===== config.mk =====
export PLATFORM = sky130hd
export DESIGN_NAME = fw_verdict_enforcer_flat
export DESIGN_NICKNAME = d
export VERILOG_FILES = /design/src/rtl/fw_verdict_pkg.sv /design/src/rtl/fw_verdict_enforcer_if.sv /design/src/rtl/axis_skid_buffer.sv /design/src/rtl/fw_verdict_enforcer.sv /design/src/flat_wrapper.sv
export SDC_FILE = /design/constraint.sdc
export NUM_CORES = 1
export LEC_CHECK = 0
export ABC_CLOCK_PERIOD_IN_PS = 2550
export CAP_MARGIN = 5
export CORE_ASPECT_RATIO = 0.5
export CORE_MARGIN = 8
export CORE_UTILIZATION = 48
export DETAILED_ROUTE_END_ITERATION = 6
export GPL_TIMING_DRIVEN = 0
export PLACE_DENSITY = 0.87
export SKIP_LAST_GASP = 1
export SLEW_MARGIN = 10
export SYNTH_ARGS = -nofsm -noshare
export SYNTH_HDL_FRONTEND = slang
export SYNTH_SLANG_ARGS = --single-unit
export TNS_END_PERCENT = 20

===== constraint.sdc =====
create_clock -name ap_clk -period 2.55 [get_ports ap_clk]
set_input_delay 0.51 -clock ap_clk [delete_from_list [all_inputs] [get_ports ap_clk]]
set_output_delay 0.51 -clock ap_clk [all_outputs]
set_load 0.05 [all_outputs]

===== src/rtl/fw_verdict_pkg.sv =====
// fw_verdict_pkg: shared default widths, verdict encoding and FSM states for the verdict enforcer
package fw_verdict_pkg;
  localparam int DATA_W_DEF = 256;
  localparam int USER_W_DEF = 12;
  localparam int ID_W_DEF = 3;
  localparam int VERDICT_BIT_DEF = 0;
  localparam bit PASS_VALUE_DEF = 1'b1;
  localparam int CNT_W_DEF = 32;
  typedef enum logic [1:0] {IDLE = 2'd0, FWD = 2'd1, DROP = 2'd2} state_e;
endpackage


===== src/rtl/fw_verdict_enforcer_if.sv =====
// fw_verdict_enforcer_if: AXI-Stream bundle between the data FIFO, the enforcer and the shell
interface fw_verdict_enforcer_if
  import fw_verdict_pkg::*;
#(
  parameter int DATA_W = DATA_W_DEF,
  parameter int USER_W = USER_W_DEF,
  parameter int ID_W = ID_W_DEF
);
  logic tvalid;
  logic tready;
  logic tlast;
  logic [DATA_W-1:0] tdata;
  logic [DATA_W/8-1:0] tkeep;
  logic [USER_W-1:0] tuser;
  logic [ID_W-1:0] tid;
  modport master(output tvalid, tdata, tkeep, tlast, tuser, tid, input tready);
  modport slave(input tvalid, tdata, tkeep, tlast, tuser, tid, output tready);
endinterface


===== src/rtl/axis_skid_buffer.sv =====
// axis_skid_buffer: 2-entry registered AXI-Stream stage, full throughput, one cycle of latency
module axis_skid_buffer #(
  parameter int W = 8
) (
  input  logic         clk,
  input  logic         rst,
  input  logic         in_valid,
  output logic         in_ready,
  input  logic [W-1:0] in_data,
  output logic         out_valid,
  input  logic         out_ready,
  output logic [W-1:0] out_data
);
  logic out_valid_q, out_valid_d, skid_valid_q, skid_valid_d, push, load;
  logic [W-1:0] out_data_q, out_data_d, skid_data_q, skid_data_d;
  // the skid register only fills while the output register is stalled, so it doubles as "full"
  always_comb begin
    push = in_valid && !skid_valid_q;
    load = !out_valid_q || out_ready;
    out_valid_d = load ? (skid_valid_q || push) : 1'b1;
    out_data_d = !load ? out_data_q : skid_valid_q ? skid_data_q : push ? in_data : out_data_q;
    skid_valid_d = !load && (skid_valid_q || push);
    skid_data_d = (!load && push) ? in_data : skid_data_q;
  end
  always_ff @(posedge clk) begin
    if (rst) begin
      out_valid_q <= 1'b0;
      skid_valid_q <= 1'b0;
      out_data_q <= '0;
      skid_data_q <= '0;
    end else begin
      out_valid_q <= out_valid_d;
      skid_valid_q <= skid_valid_d;
      out_data_q <= out_data_d;
      skid_data_q <= skid_data_d;
    end
  end
  assign in_ready = !skid_valid_q;
  assign out_valid = out_valid_q;
  assign out_data = out_data_q;
endmodule


===== src/rtl/fw_verdict_enforcer.sv =====
// fw_verdict_enforcer: forwards classify-pass packets to sbu2cxp, silently drops the rest,
// gates packet starts on lossy credits and counts passed/dropped packets.
module fw_verdict_enforcer
  import fw_verdict_pkg::*;
#(
  parameter int DATA_W = DATA_W_DEF,
  parameter int USER_W = USER_W_DEF,
  parameter int ID_W = ID_W_DEF,
  parameter int VERDICT_BIT = VERDICT_BIT_DEF,
  parameter bit PASS_VALUE = PASS_VALUE_DEF,
  parameter int CNT_W = CNT_W_DEF
) (
  input  logic                    ap_clk,
  input  logic                    ap_rst_n,
  fw_verdict_enforcer_if.slave    s_axis,
  fw_verdict_enforcer_if.master   m_axis,
  input  logic                    has_credits,
  input  logic                    clear_counters,
  output logic [CNT_W-1:0]        pass_pkts,
  output logic [CNT_W-1:0]        drop_pkts
);
  localparam int PW = DATA_W + DATA_W / 8 + 1 + USER_W + ID_W;
  state_e state_q, state_d;
  logic [CNT_W-1:0] pass_q, pass_d, drop_q, drop_d;
  logic ready, skid_ready, skid_valid, is_pass, accept, push;
  logic [USER_W-1:0] user_clr;
  logic [PW-1:0] out_payload;
  // IDLE is exactly the start-of-packet position; credits are only consulted there
  always_comb begin
    is_pass = s_axis.tuser[VERDICT_BIT] == PASS_VALUE;
    ready = ap_rst_n && (state_q == FWD ? skid_ready : state_q == DROP ? 1'b1 :
            s_axis.tvalid && (!is_pass || (has_credits && skid_ready)));
    accept = s_axis.tvalid && ready;
    push = accept && (state_q == FWD || (state_q == IDLE && is_pass));
    state_d = !accept ? state_q : s_axis.tlast ? IDLE : state_q != IDLE ? state_q : is_pass ? FWD : DROP;
    pass_d = clear_counters ? '0 : (push && s_axis.tlast && !(&pass_q)) ? pass_q + CNT_W'(1) : pass_q;
    drop_d = clear_counters ? '0 : (accept && !push && s_axis.tlast && !(&drop_q)) ? drop_q + CNT_W'(1) : drop_q;
    user_clr = s_axis.tuser;
    user_clr[VERDICT_BIT] = 1'b0;
  end
  always_ff @(posedge ap_clk) begin
    if (!ap_rst_n) begin
      state_q <= IDLE;
      pass_q <= '0;
      drop_q <= '0;
    end else begin
      state_q <= state_d;
      pass_q <= pass_d;
      drop_q <= drop_d;
    end
  end
  axis_skid_buffer #(.W(PW)) u_skid (
    .clk       (ap_clk),
    .rst       (!ap_rst_n),
    .in_valid  (push),
    .in_ready  (skid_ready),
    .in_data   ({s_axis.tdata, s_axis.tkeep, s_axis.tlast, user_clr, s_axis.tid}),
    .out_valid (skid_valid),
    .out_ready (m_axis.tready),
    .out_data  (out_payload)
  );
  assign s_axis.tready = ready;
  assign m_axis.tvalid = skid_valid && ap_rst_n;
  assign {m_axis.tdata, m_axis.tkeep, m_axis.tlast, m_axis.tuser, m_axis.tid} = out_payload;
  assign pass_pkts = pass_q;
  assign drop_pkts = drop_q;
endmodule


===== src/flat_wrapper.sv =====
// flat-port wrapper written by rule: the top's interface ports become plain ports
module fw_verdict_enforcer_flat import fw_verdict_pkg::*;
#(
  parameter int DATA_W = DATA_W_DEF,
  parameter int USER_W = USER_W_DEF,
  parameter int ID_W = ID_W_DEF,
  parameter int VERDICT_BIT = VERDICT_BIT_DEF,
  parameter bit PASS_VALUE = PASS_VALUE_DEF,
  parameter int CNT_W = CNT_W_DEF
)
  (ap_clk, ap_rst_n, has_credits, clear_counters, pass_pkts, drop_pkts, s_axis_tvalid, s_axis_tdata, s_axis_tkeep, s_axis_tlast, s_axis_tuser, s_axis_tid, s_axis_tready, m_axis_tvalid, m_axis_tdata, m_axis_tkeep, m_axis_tlast, m_axis_tuser, m_axis_tid, m_axis_tready);
  fw_verdict_enforcer_if #(.DATA_W(DATA_W), .USER_W(USER_W), .ID_W(ID_W)) s_axis_i ();
  fw_verdict_enforcer_if #(.DATA_W(DATA_W), .USER_W(USER_W), .ID_W(ID_W)) m_axis_i ();
  input  logic ap_clk;
  input  logic ap_rst_n;
  input  logic has_credits;
  input  logic clear_counters;
  output logic [CNT_W-1:0] pass_pkts;
  output logic [CNT_W-1:0] drop_pkts;
  input wire logic [$bits(s_axis_i.tvalid)-1:0] s_axis_tvalid;
  input wire logic [$bits(s_axis_i.tdata)-1:0] s_axis_tdata;
  input wire logic [$bits(s_axis_i.tkeep)-1:0] s_axis_tkeep;
  input wire logic [$bits(s_axis_i.tlast)-1:0] s_axis_tlast;
  input wire logic [$bits(s_axis_i.tuser)-1:0] s_axis_tuser;
  input wire logic [$bits(s_axis_i.tid)-1:0] s_axis_tid;
  output wire logic [$bits(s_axis_i.tready)-1:0] s_axis_tready;
  output wire logic [$bits(m_axis_i.tvalid)-1:0] m_axis_tvalid;
  output wire logic [$bits(m_axis_i.tdata)-1:0] m_axis_tdata;
  output wire logic [$bits(m_axis_i.tkeep)-1:0] m_axis_tkeep;
  output wire logic [$bits(m_axis_i.tlast)-1:0] m_axis_tlast;
  output wire logic [$bits(m_axis_i.tuser)-1:0] m_axis_tuser;
  output wire logic [$bits(m_axis_i.tid)-1:0] m_axis_tid;
  input wire logic [$bits(m_axis_i.tready)-1:0] m_axis_tready;
  assign s_axis_i.tvalid = s_axis_tvalid;
  assign s_axis_i.tdata = s_axis_tdata;
  assign s_axis_i.tkeep = s_axis_tkeep;
  assign s_axis_i.tlast = s_axis_tlast;
  assign s_axis_i.tuser = s_axis_tuser;
  assign s_axis_i.tid = s_axis_tid;
  assign s_axis_tready = s_axis_i.tready;
  assign m_axis_tvalid = m_axis_i.tvalid;
  assign m_axis_tdata = m_axis_i.tdata;
  assign m_axis_tkeep = m_axis_i.tkeep;
  assign m_axis_tlast = m_axis_i.tlast;
  assign m_axis_tuser = m_axis_i.tuser;
  assign m_axis_tid = m_axis_i.tid;
  assign m_axis_i.tready = m_axis_tready;
  fw_verdict_enforcer #(.DATA_W(DATA_W), .USER_W(USER_W), .ID_W(ID_W), .VERDICT_BIT(VERDICT_BIT), .PASS_VALUE(PASS_VALUE), .CNT_W(CNT_W)) u_core (.ap_clk(ap_clk), .ap_rst_n(ap_rst_n), .s_axis(s_axis_i), .m_axis(m_axis_i), .has_credits(has_credits), .clear_counters(clear_counters), .pass_pkts(pass_pkts), .drop_pkts(drop_pkts));
endmodule

Yosys cells after proc, flatten, opt, wreduce, memory -nomap -nowiden
Index checks and enable logic that the tools add are counted.
- $add $sub $neg: 2
- reduce and logical (&&, ||, !) cells: 34
- bitwise gates (word level): 1
- muxes and demuxes: 8
- eq/ne operators: 3
- operators with widths (cell ; number):
    304-bit two-way mux ; 2
    32-bit by 1-bit adder with 32-bit output, second input constant ; 2
    32-bit AND reduction ; 2
    1-bit logical AND ; 15
    1-bit zero test ; 7
    2-bit two-way mux ; 3
    1-bit logical OR ; 4
    2-bit AND reduction ; 2
    2-bit nonzero test ; 2
    1-bit two-way mux ; 3
    2-bit by 1-bit equality test with 1-bit output, second input constant ; 1
    2-bit equality test, second input constant ; 1
    2-bit zero test ; 1
    2-bit inequality test, second input constant ; 1
    2-bit OR reduction ; 1
    1-bit NOT ; 1
- output and inout port bits: 370
- word-level logic and storage cells: 55
- register bits: 675

Depth between registers and ports, before layout
Gate-level depths: netlist of the first run.
- word-level depth: 13
- gate-level depth with buffers: 10
- mapped depth without buffers: 7

Hierarchy
From an unflattened synthesis of the first run, not the netlist that was laid out.
- cell total of the unflattened synthesis: 3163
- area, all modules: 29159.2 um^2
- modules (own cells, without submodules) (module ; cells each ; area an instance (um^2) ; instances):
    axis_skid_buffer ; 2715 ; 25570.8 ; 1
    fw_verdict_enforcer ; 448 ; 3588.4 ; 1

Least setup slack after synthesis of the first run
OpenSTA, ideal clock, no wires.
- kind: flip-flop to flip-flop
- start: reg u_core.pass_q[18], in the netlist u_core.pass_pkts[18]
- end: reg u_core.pass_q[17], in the netlist u_core.pass_pkts[17]
- cell stages (with the launch flop): 8
- required time: 2.422 ns
- setup time: 0.128 ns
- path buffers: 1
- arrival: 2.475 ns
- setup slack: -0.053 ns
- path through: dfxtp_1 -> nand4_1 -> or4_1 -> nor4_2 -> clkbuf_1 -> nor3_1 -> xnor2_1 -> nor2_1
- word-level cells in the longest chain between the ends: 3
- ends and longest elaborated chain (what ; line ; text):
    start: declaration ; fw_verdict_enforcer.sv:24 ; logic [CNT_W-1:0] pass_q, pass_d, drop_q, drop_d;
    start signal: assignment ; fw_verdict_enforcer.sv:48 ; pass_q <= pass_d;
    32-bit AND reduction ; fw_verdict_enforcer.sv:36 ; pass_d = clear_counters ? '0 : (push && s_axis.tlast && !(&pass_q)) ? pass_q + CNT_W'(1) : pass_q;
    1-bit zero test ; fw_verdict_enforcer.sv:36 ;
    1-bit logical AND ; fw_verdict_enforcer.sv:36 ;
No other way between the ends.
A chain may end at the register's enable or synchronous reset.

Final worst setup path of the first run
- start: in s_axis_tvalid
- end: reg u_core.drop_q[21], in the netlist u_core.drop_pkts[21]
- word-level cells in the longest chain between the ends: 10
- ends and longest elaborated chain (what ; line ; text):
    start: declaration ; flat_wrapper.sv:20 ; input wire logic [$bits(s_axis_i.tvalid)-1:0] s_axis_tvalid;
    1-bit logical AND ; fw_verdict_enforcer.sv:32 ; s_axis.tvalid && (!is_pass || (has_credits && skid_ready)));
    1-bit two-way mux (2 in a row) ; fw_verdict_enforcer.sv:31 ; ready = ap_rst_n && (state_q == FWD ? skid_ready : state_q == DROP ? 1'b1 :
    1-bit logical AND ; fw_verdict_enforcer.sv:31 ;
    1-bit logical AND * ; fw_verdict_enforcer.sv:33 ; accept = s_axis.tvalid && ready;
    1-bit logical AND ; fw_verdict_enforcer.sv:34 ; push = accept && (state_q == FWD || (state_q == IDLE && is_pass));
    1-bit zero test ; fw_verdict_enforcer.sv:37 ; drop_d = clear_counters ? '0 : (accept && !push && s_axis.tlast && !(&drop_q)) ? drop_q + CNT_W'(1) : drop_q;
    1-bit logical AND * (3 in a row) ; fw_verdict_enforcer.sv:37 ;
    end signal: assignment ; fw_verdict_enforcer.sv:49 ; drop_q <= drop_d;
    end: declaration ; fw_verdict_enforcer.sv:24 ;
Every way passes the cells marked *; elsewhere a longest branch is shown, timed or not.

==> results of run 1 <==
## logic make-up (layout without fill, tap and decap cells)
kind of cell | Yosys count | count (layout) | share of synthesized area
compound gates | 656 | 656 | 0.153
xor+xnor | 42 | 42 | 0.0138
fa+ha+maj | 2 | 2 | 0.000936
buf+inv | 261 | 1042 | 0.0390
flops | 674 | 674 | 0.505
mux | 307 | 307 | 0.115
other cells | 1 | 60 | 0.000140
simple gates | 1145 | 1145 | 0.173
## layout make-up
cell class	instances	area (um^2)	area share
sequential	674	13500	0.367
multi-input combinational	2153	12200	0.333
timing repair buffer	678	6790	0.185
clock buffer	81	1690	0.0460
buffer	250	1120	0.0305
tap	756	946	0.0257
clock inverter	24	285	0.00776
antenna	59	148	0.00402
inverter	9	33.8	0.000919
## sequential cells by signal (all words and copies together), names as in the netlist
register                    count
u_core.u_skid.skid_data_q     303
u_core.state_q                  2
u_core.u_skid.out_data        303
u_core.pass_pkts               32
u_core.u_skid.out_valid         1
u_core.u_skid.skid_valid_q      1
u_core.drop_pkts               32
## metrics by stage
stage | std cells | instance area (um^2)
finish | 4684 | 36800
global placement | 4522 | 34500
CTS | 4626 | 36500
global route | 4680 | 36700
detailed placement | 4522 | 34500
floorplan | 3088 | 26700
## power groups by stage
stage	combinational, mW	clock (mW)	sequential, mW
floorplan	0.703	0	11.9
detailed placement	2.82	0	11.2
global placement	2.78	0	11.2
finish	2.86	9.36	10.9
global route	2.99	9.90	10.9
CTS	2.84	9.44	10.9
## synthesized netlist by cell type (8+ instances only)
master | instances | share of area
nor2_1 | 369 | 0.052
dfxtp_1 | 674 | 0.50
buf_2 | 32 | 0.0060
clkbuf_1 | 204 | 0.029
nand2_1 | 640 | 0.090
nand3_1 | 25 | 0.0047
nor3_1 | 20 | 0.0037
nor4_1 | 20 | 0.0047
a21oi_1 | 321 | 0.060
a211oi_1 | 304 | 0.085
nand4_1 | 24 | 0.0056
xnor2_1 | 37 | 0.012
buf_1 | 11 | 0.0015
mux2i_1 | 307 | 0.11
o21ai_0 | 11 | 0.0021
inv_1 | 8 | 0.0011
## worst register-to-register path, cell delays in order, from the launching register on
cell and delay (ns):
dfxtp_1 0.31, buf_6 0.14, and2b_1 0.22, o21ai_2 0.09, a211o_1 0.30, buf_6 0.15, or4_4 0.60, buf_4 0.21
or3_1 0.32, a21oi_1 0.16
## layer usage
metal / global-route usage / vias to the layer above / part of all wire
met3: 0.0606 / 427 / 0.074
li1: - / 12200 / -
met4: 0.237 / 6 / 0.087
met1: 0.364 / 12700 / 0.37
met2: 0.502 / 1322 / 0.47
met5: 0 / - / 0.00036
## cell usage in the layout, fill, tap and decap left out, types with 11 or more instances in the layout
cell type,n
nor3_1,19
nand4_1,24
nand2_1,640
dfxtp_1,664
nor4_1,20
a21oi_1,321
clkbuf_16,61
xnor2_1,37
nor2_1,369
diode_2,59
o21ai_0,11
mux2i_1,307
clkdlybuf4s50_1,674
clkinv_2,13
a211oi_1,303
clkbuf_1,158
buf_2,28
clkbuf_2,49
nand3_1,24
## repair_timing
item	4_1_cts	5_1_grt
endpoints found under the setup margin	624	596
pin swaps	0	2
resized for setup	64	52
## worst max path at each step
| stage | start | to | slack, ns | cells after the start |
|---|---|---|---|---|
| 5_1_grt | s_axis_tvalid | u_core.u_skid.out_data[60]$_SDFFE_PN0P_ | -0.17 | 8 |
| 6_report | s_axis_tvalid | u_core.drop_pkts[21]$_SDFFE_PP0P_ | -0.08 | 8 |
| 3_5_place_dp | ap_rst_n | u_core.u_skid.out_data[277]$_SDFFE_PN0P_ | -1.62 | 9 |
| 3_3_place_gp | ap_rst_n | u_core.u_skid.out_data[114]$_SDFFE_PN0P_ | -1.42 | 8 |
| 4_1_cts | u_core.u_skid.skid_valid_q$_SDFF_PN0_ | s_axis_tready | -0.21 | 7 |
| 2_1_floorplan | u_core.pass_pkts[24]$_SDFFE_PP0P_ | u_core.pass_pkts[17]$_SDFFE_PP0P_ | 0.006 | 7 |
==> metrics.txt, run 1 <==
failing checks negative setup slack; routed vias 26600; TritonCTS clock tree done; status finished, violations left; Slew headroom 0.397; LEAKAGE around 12 nW; RSZ-0062 raised after global routing true; WP buf/inv 3; routability congestion estimate around 1; Place WS -1.62 ns; # DRC 0; number of synthesized register bits 674; first-pass GRT wire length about 150000 um; worst-path fanout max 10; R2R Setup Slk -0.02 ns; die area 64000 um^2; Highest Clock Rate approximately 380 MHz; Iter 0 DRT Violations ~2500; Final ANT Viol Nets 0; layout cells sized above 1 0.0579; Vias/cell approximately 5.7; Post-CTS Setup Inserts 0; CTS max path bufs 3; grt ovf 0; Worst setup SP type input pin; CP top delay family simple AND/OR/NAND/NOR gates; crit path DAT around 3.2 ns; CP Capture Type flop; GR Util All Layers 0.310; WL final between 100000 and 150000 um; fin crit period approximately 2.6 ns; TritonRoute pass-1 iters 5; worst hold start s_axis_tuser[0]; reg-to-reg startpoint u_core.state_q[1]$_SDFFE_PN0P_; fin util 0.665; Initial Util 0.484; Sw Pwr ~6.1 mW; design internal power between 15 and 20 mW; hold depth 3; clock network power share 0.404; Avg Inst Size Synth 8.66 um^2; Least-Margin Pin Slew between 0.8 and 0.9 ns; number of flops mapped to enable cells by yosys 0; YS warnings 0; CTS clk-pin slew, worst paths around 0.060 ns; setup_tns -0.636 ns; Max Cap Viol 0; critical-path cell list clkdlybuf4s50_1 -> nand2_1 -> a211o_1 -> buf_6 -> or4_4 -> buf_4 -> or3_1 -> a21oi_1; io pins a little under 700; Post-CTS Hold Buffers 0; Syn Nets 3400; PwrDens between 600 and 700 nW/um^2; chip height ~180 um; initial antenna violation count 60; vias in the first global route roughly 25000; Avg WL per Cell ~23 um; Core Area between 50000 and 60000 um^2; pin count of the biggest net entering global routing 17; Crit path required time approximately 3.1 ns; synthesis-to-finish area growth 37.5%; HP Class input pin to flop; Worst-Skew Late Latency between 0.6 and 0.7 ns; slowest cell on the critical path clkdlybuf4s50_1; Final Slew Violations 0; hold slack around 0.42 ns; Detail Placement HPWL between 80000 and 90000 um; skew final between 0.009 and 0.01 ns; CTS sink count approximately 670; Syn Std Cell Area 26700 um^2; critical path class input pin to flop; net switching fraction of the power 0.263; Worst VDD drop between 500 and 600 uV; fin nets slightly above 4000; Reg-to-Reg End u_core.drop_pkts[21]$_SDFFE_PP0P_; Primary FF master, synth dfxtp_1; H-Tree Depth 2; Pwr Total roughly 23 mW; ys async rst share 0; die width 350 um; R2R cell count 9; Mapped Cells around 3000; part of the cycle the worst path needs 1.03; root buffer cell clkbuf_16; sequential share of the synthesized area 0.505; Combinational Power Share 0.124; Worst Hold End u_core.state_q[0]$_SDFFE_PN0P_; setup violators final 23; Crit path largest cell delay ~0.60 ns; worst setup margin -0.0759 ns; Core Rows between 60 and 70; port bufs slightly below 700; FILL cells around 4500; Fin. Hold Viols 0; cts bufs inserted 58; sequential share of power 0.472; synth unique cells 52
Note: power is estimated with default switching activity, not from simulation.
==> inputs of run 2 (changes only) <==
--- a/config.mk
+++ b/config.mk
@@ -5,6 +5,7 @@
 export SDC_FILE = /design/constraint.sdc
 export NUM_CORES = 1
 export LEC_CHECK = 0
+export ABC_AREA = 1
 export ABC_CLOCK_PERIOD_IN_PS = 2550
 export CAP_MARGIN = 5
 export CORE_ASPECT_RATIO = 0.5
@@ -12,7 +13,8 @@
 export CORE_UTILIZATION = 48
 export DETAILED_ROUTE_END_ITERATION = 6
 export GPL_TIMING_DRIVEN = 0
-export PLACE_DENSITY = 0.87
+export PLACE_DENSITY = 0.85
+export SETUP_SLACK_MARGIN = 0.3
 export SKIP_LAST_GASP = 1
 export SLEW_MARGIN = 10
 export SYNTH_ARGS = -nofsm -noshare
==> run 2 against run 1 <==
Against the previous run: the flow now finishes without violations; worst setup slack better by 0.23 ns; combinational power decreased by 21%; area after synthesis grew 8.3%; worst hold slack better by 0.0068 ns; non-clock buffer count is 73 higher; clock skew rose by 0.029 ns; sequential power hardly changed; core utilization shrank 1.0 points; synthesized cell count rose by 33%; routed wire length increased by 7.8%; flip-flop and latch count unchanged; power decreased by 1.3%; critical path type is now flop to output pin; largest power group unchanged; highest routed layer unchanged.
==> metrics.txt, run 2 <==
Core Area around 59000 um^2; io pins slightly below 700; ys async rst share 0; leading area contributor after synthesis dfxtp_1; slowest cell on the critical path clkdlybuf4s50_1; grt ovf 0; Pwr Total ~23 mW; LEAKAGE between 15 and 20 nW; port bufs just under 700; Post-synth top cells 851 x nand2_1, 674 x dfxtp_1, 665 x a21oi_1; HP Class input pin to flop; Design Area, Final about 40000 um^2; GR Util All Layers 0.310; combinational family with the most area after synthesis compound AO/OA/AOI/OAI gates; Crit path largest cell delay ~0.90 ns; Syn Std Cell Area approximately 29000 um^2; Crit. path cell count 1; Post-CTS Setup Inserts 0; WL met3 7860 um; PwrDens roughly 590 nW/um^2; critical-path cell list clkdlybuf4s50_1; setup violators final 0; Avg Inst Size Synth just over 7 um^2; count leader, synth nand2_1; DR top layer met5; worst-path fanout max 2; Core Rows 63; vias in the first global route between 30000 and 40000; Max Cap Viol 0; die width roughly 360 um; sequential share of the synthesized area 0.466; R2R Setup Slk approximately 0.26 ns; layout cells sized above 1 0.0596; CP top delay family buffers and inverters; top cells by area, synth dfxtp_1 47%, a21oi_1 11%, nand2_1 11%; Least-Margin Pin Slew 1.03 ns; CP Capture Type output pin; part of the cycle the worst path needs 0.940; die area 68900 um^2; Critical path destination m_axis_tdata[205]; Avg WL per Cell roughly 20 um; Detail Placement HPWL a little under 90000 um; Syn Nets approximately 4400; YS warnings 0; Highest Clock Rate between 400 and 500 MHz; number of synthesized register bits 674; initial antenna violation count 59; critical path class flop to output pin; status finished, final reports clean; Fin. Hold Viols 0; hold slack between 0.4 and 0.5 ns; fin crit period between 2 and 2.5 ns; Initial Util 0.487; synthesis-to-finish area growth 34.4%; reg-to-reg startpoint u_core.u_skid.out_valid$_SDFF_PN0_; Critical Path Start u_core.u_skid.out_data[253]$_SDFFE_PN0P_; Compound-Gate Fraction of Synth Area 0.220; Post-CTS Hold Buffers 0; TritonCTS clock tree done; number of flops mapped to enable cells by yosys 0; WL final 115000 um; post-synth top area share 0.466; first-pass GRT wire length about 170000 um; fin nets a little over 5000; H-Tree Depth 2; Final Slew Violations 0; root buffer cell clkbuf_16; metal1 wirelength approximately 44000 um; Primary FF master, synth dfxtp_1; WP buf/inv 1; Crit path required time 2.04 ns; Place WS -0.700 ns; post-synthesis mux area share 0; Placed Area 36700 um^2; CTS sink count about 670; routability congestion estimate 0.963; Slew headroom 0.315; skew final 0.0382 ns; worst hold start s_axis_tdata[225]; R2R cell count 7; Reg-to-Reg End u_core.u_skid.out_data[107]$_SDFFE_PN0P_; cts bufs inserted 60; TritonRoute pass-1 iters 6; post-synthesis simple-gate area fraction 0.204; commonest non-fill, non-tap cells in the layout 851 x nand2_1, 674 x dfxtp_1, 665 x a21oi_1, 550 x clkdlybuf4s50_1, 406 x o21ai_0; commonest non-fill, non-tap cell in the layout nand2_1; Worst VDD drop roughly 530 uV; Worst setup SP type flop; CTS max path bufs 3; worst setup margin ~0.15 ns; Synth Area in Adders 0.000865; Iter 0 DRT Violations approximately 3000; synth unique cells 28; Vias/cell 5.57; chip height ~190 um; Worst-Skew Late Latency ~0.64 ns; # DRC 0; Mapped Cells about 4100; Post-Synth XOR/XNOR Area 0.00212; crit path DAT roughly 1.9 ns; Final ANT Viol Nets 0; CTS clk-pin slew, worst paths 0.07 ns; pin count of the biggest net entering global routing 17; routed vias between 30000 and 40000; RSZ-0062 raised after global routing true; wire length on met2 ~53000 um
-- run 2: changes by cell type in the layout (fill, tap and decap cells not counted), moves of 116 or more --
| cell | previous run | this run |
|---|---|---|
| a211oi_1 | 303 | 0 |
| dlygate4sd2_1 | 2 | 118 |
| a21oi_1 | 321 | 665 |
| clkdlybuf4s50_1 | 674 | 550 |
| nand3_1 | 24 | 390 |
| nand2_1 | 640 | 851 |
| mux2i_1 | 307 | 0 |
| o21ai_1 | 1 | 200 |
| nor2_1 | 369 | 167 |
| o21ai_0 | 11 | 406 |
| inv_1 | 8 | 393 |
-- run 2: layout make-up --
| class | instances | area (um^2) |
|---|---|---|
| Buffer | 324 | 1640 |
| Clock inverter | 26 | 394 |
| Inverter | 397 | 1490 |
| Timing Repair Buffer | 677 | 6630 |
| Multi-Input combinational cell | 2714 | 12400 |
| Antenna cell | 51 | 128 |
| Fill cell | 5118 | 20500 |
| Clock buffer | 86 | 1730 |
| Tap cell | 812 | 1020 |
| Sequential cell | 674 | 13500 |
-- run 2: worst min path at each step --
stage                                                        to  slack [ns]  cells past startpoint
floorplan            u_core.u_skid.skid_data_q[15]$_SDFFE_PN0P_        0.44                      2
global placement        u_core.u_skid.out_data[28]$_SDFFE_PN0P_        0.45                      2
detailed placement     u_core.u_skid.out_data[119]$_SDFFE_PN0P_        0.45                      2
CTS                 u_core.u_skid.skid_data_q[273]$_SDFFE_PN0P_        0.40                      3
global route        u_core.u_skid.skid_data_q[161]$_SDFFE_PN0P_        0.41                      3
finish              u_core.u_skid.skid_data_q[273]$_SDFFE_PN0P_        0.42                      3
-- run 2: power by group --
| part | leakage (nW) | internal [mW] | switching, mW |
|---|---|---|---|
| clock | 1.02 | 5.56 | 4.28 |
| sequential | 5.44 | 10.7 | 0.0956 |
| combinational | 9.03 | 0.878 | 1.38 |
-- run 2: metrics by stage --
step | utilization | setup TNS, ns | cells
6_report | 0.655 | 0 | 5761
3_5_place_dp | 0.618 | -153.77 | 5598
4_1_cts | 0.652 | 0 | 5710
2_1_floorplan | - | 0 | 4109
5_1_grt | 0.655 | 0 | 5758
3_3_place_gp | 0.618 | -136.91 | 5598
-- run 2: logic make-up after synthesis --
logic type	after synthesis
other	1
flip-flops	674
buffers and inverters	721
XOR/XNOR	7
AND/OR/NAND/NOR	1432
adder cells (fa/ha/maj)	2
AO/OA/AOI/OAI	1272
-- run 2: worst register-to-register path, delay by kind of cell, from the launching register on --
family / cells / cell delay [ns]
AO/OA/AOI/OAI: 1 / 0.18
buffers and inverters: 4 / 1.48
flip-flops: 1 / 0.32
AND/OR/NAND/NOR: 2 / 0.23
-- run 2: timing repair --
action	4_1_cts	5_1_grt
hold endpoints to repair	0	0
endpoints found under the setup margin	653	638
resized for setup	148	29
gates cloned	0	0
-- run 2: routing by layer --
layer | GRT usage | up-vias
met5 | 0 | -
li1 | - | 15000
met1 | 0.375 | 15100
met2 | 0.504 | 1523
met3 | 0.0464 | 432
met4 | 0.228 | 6
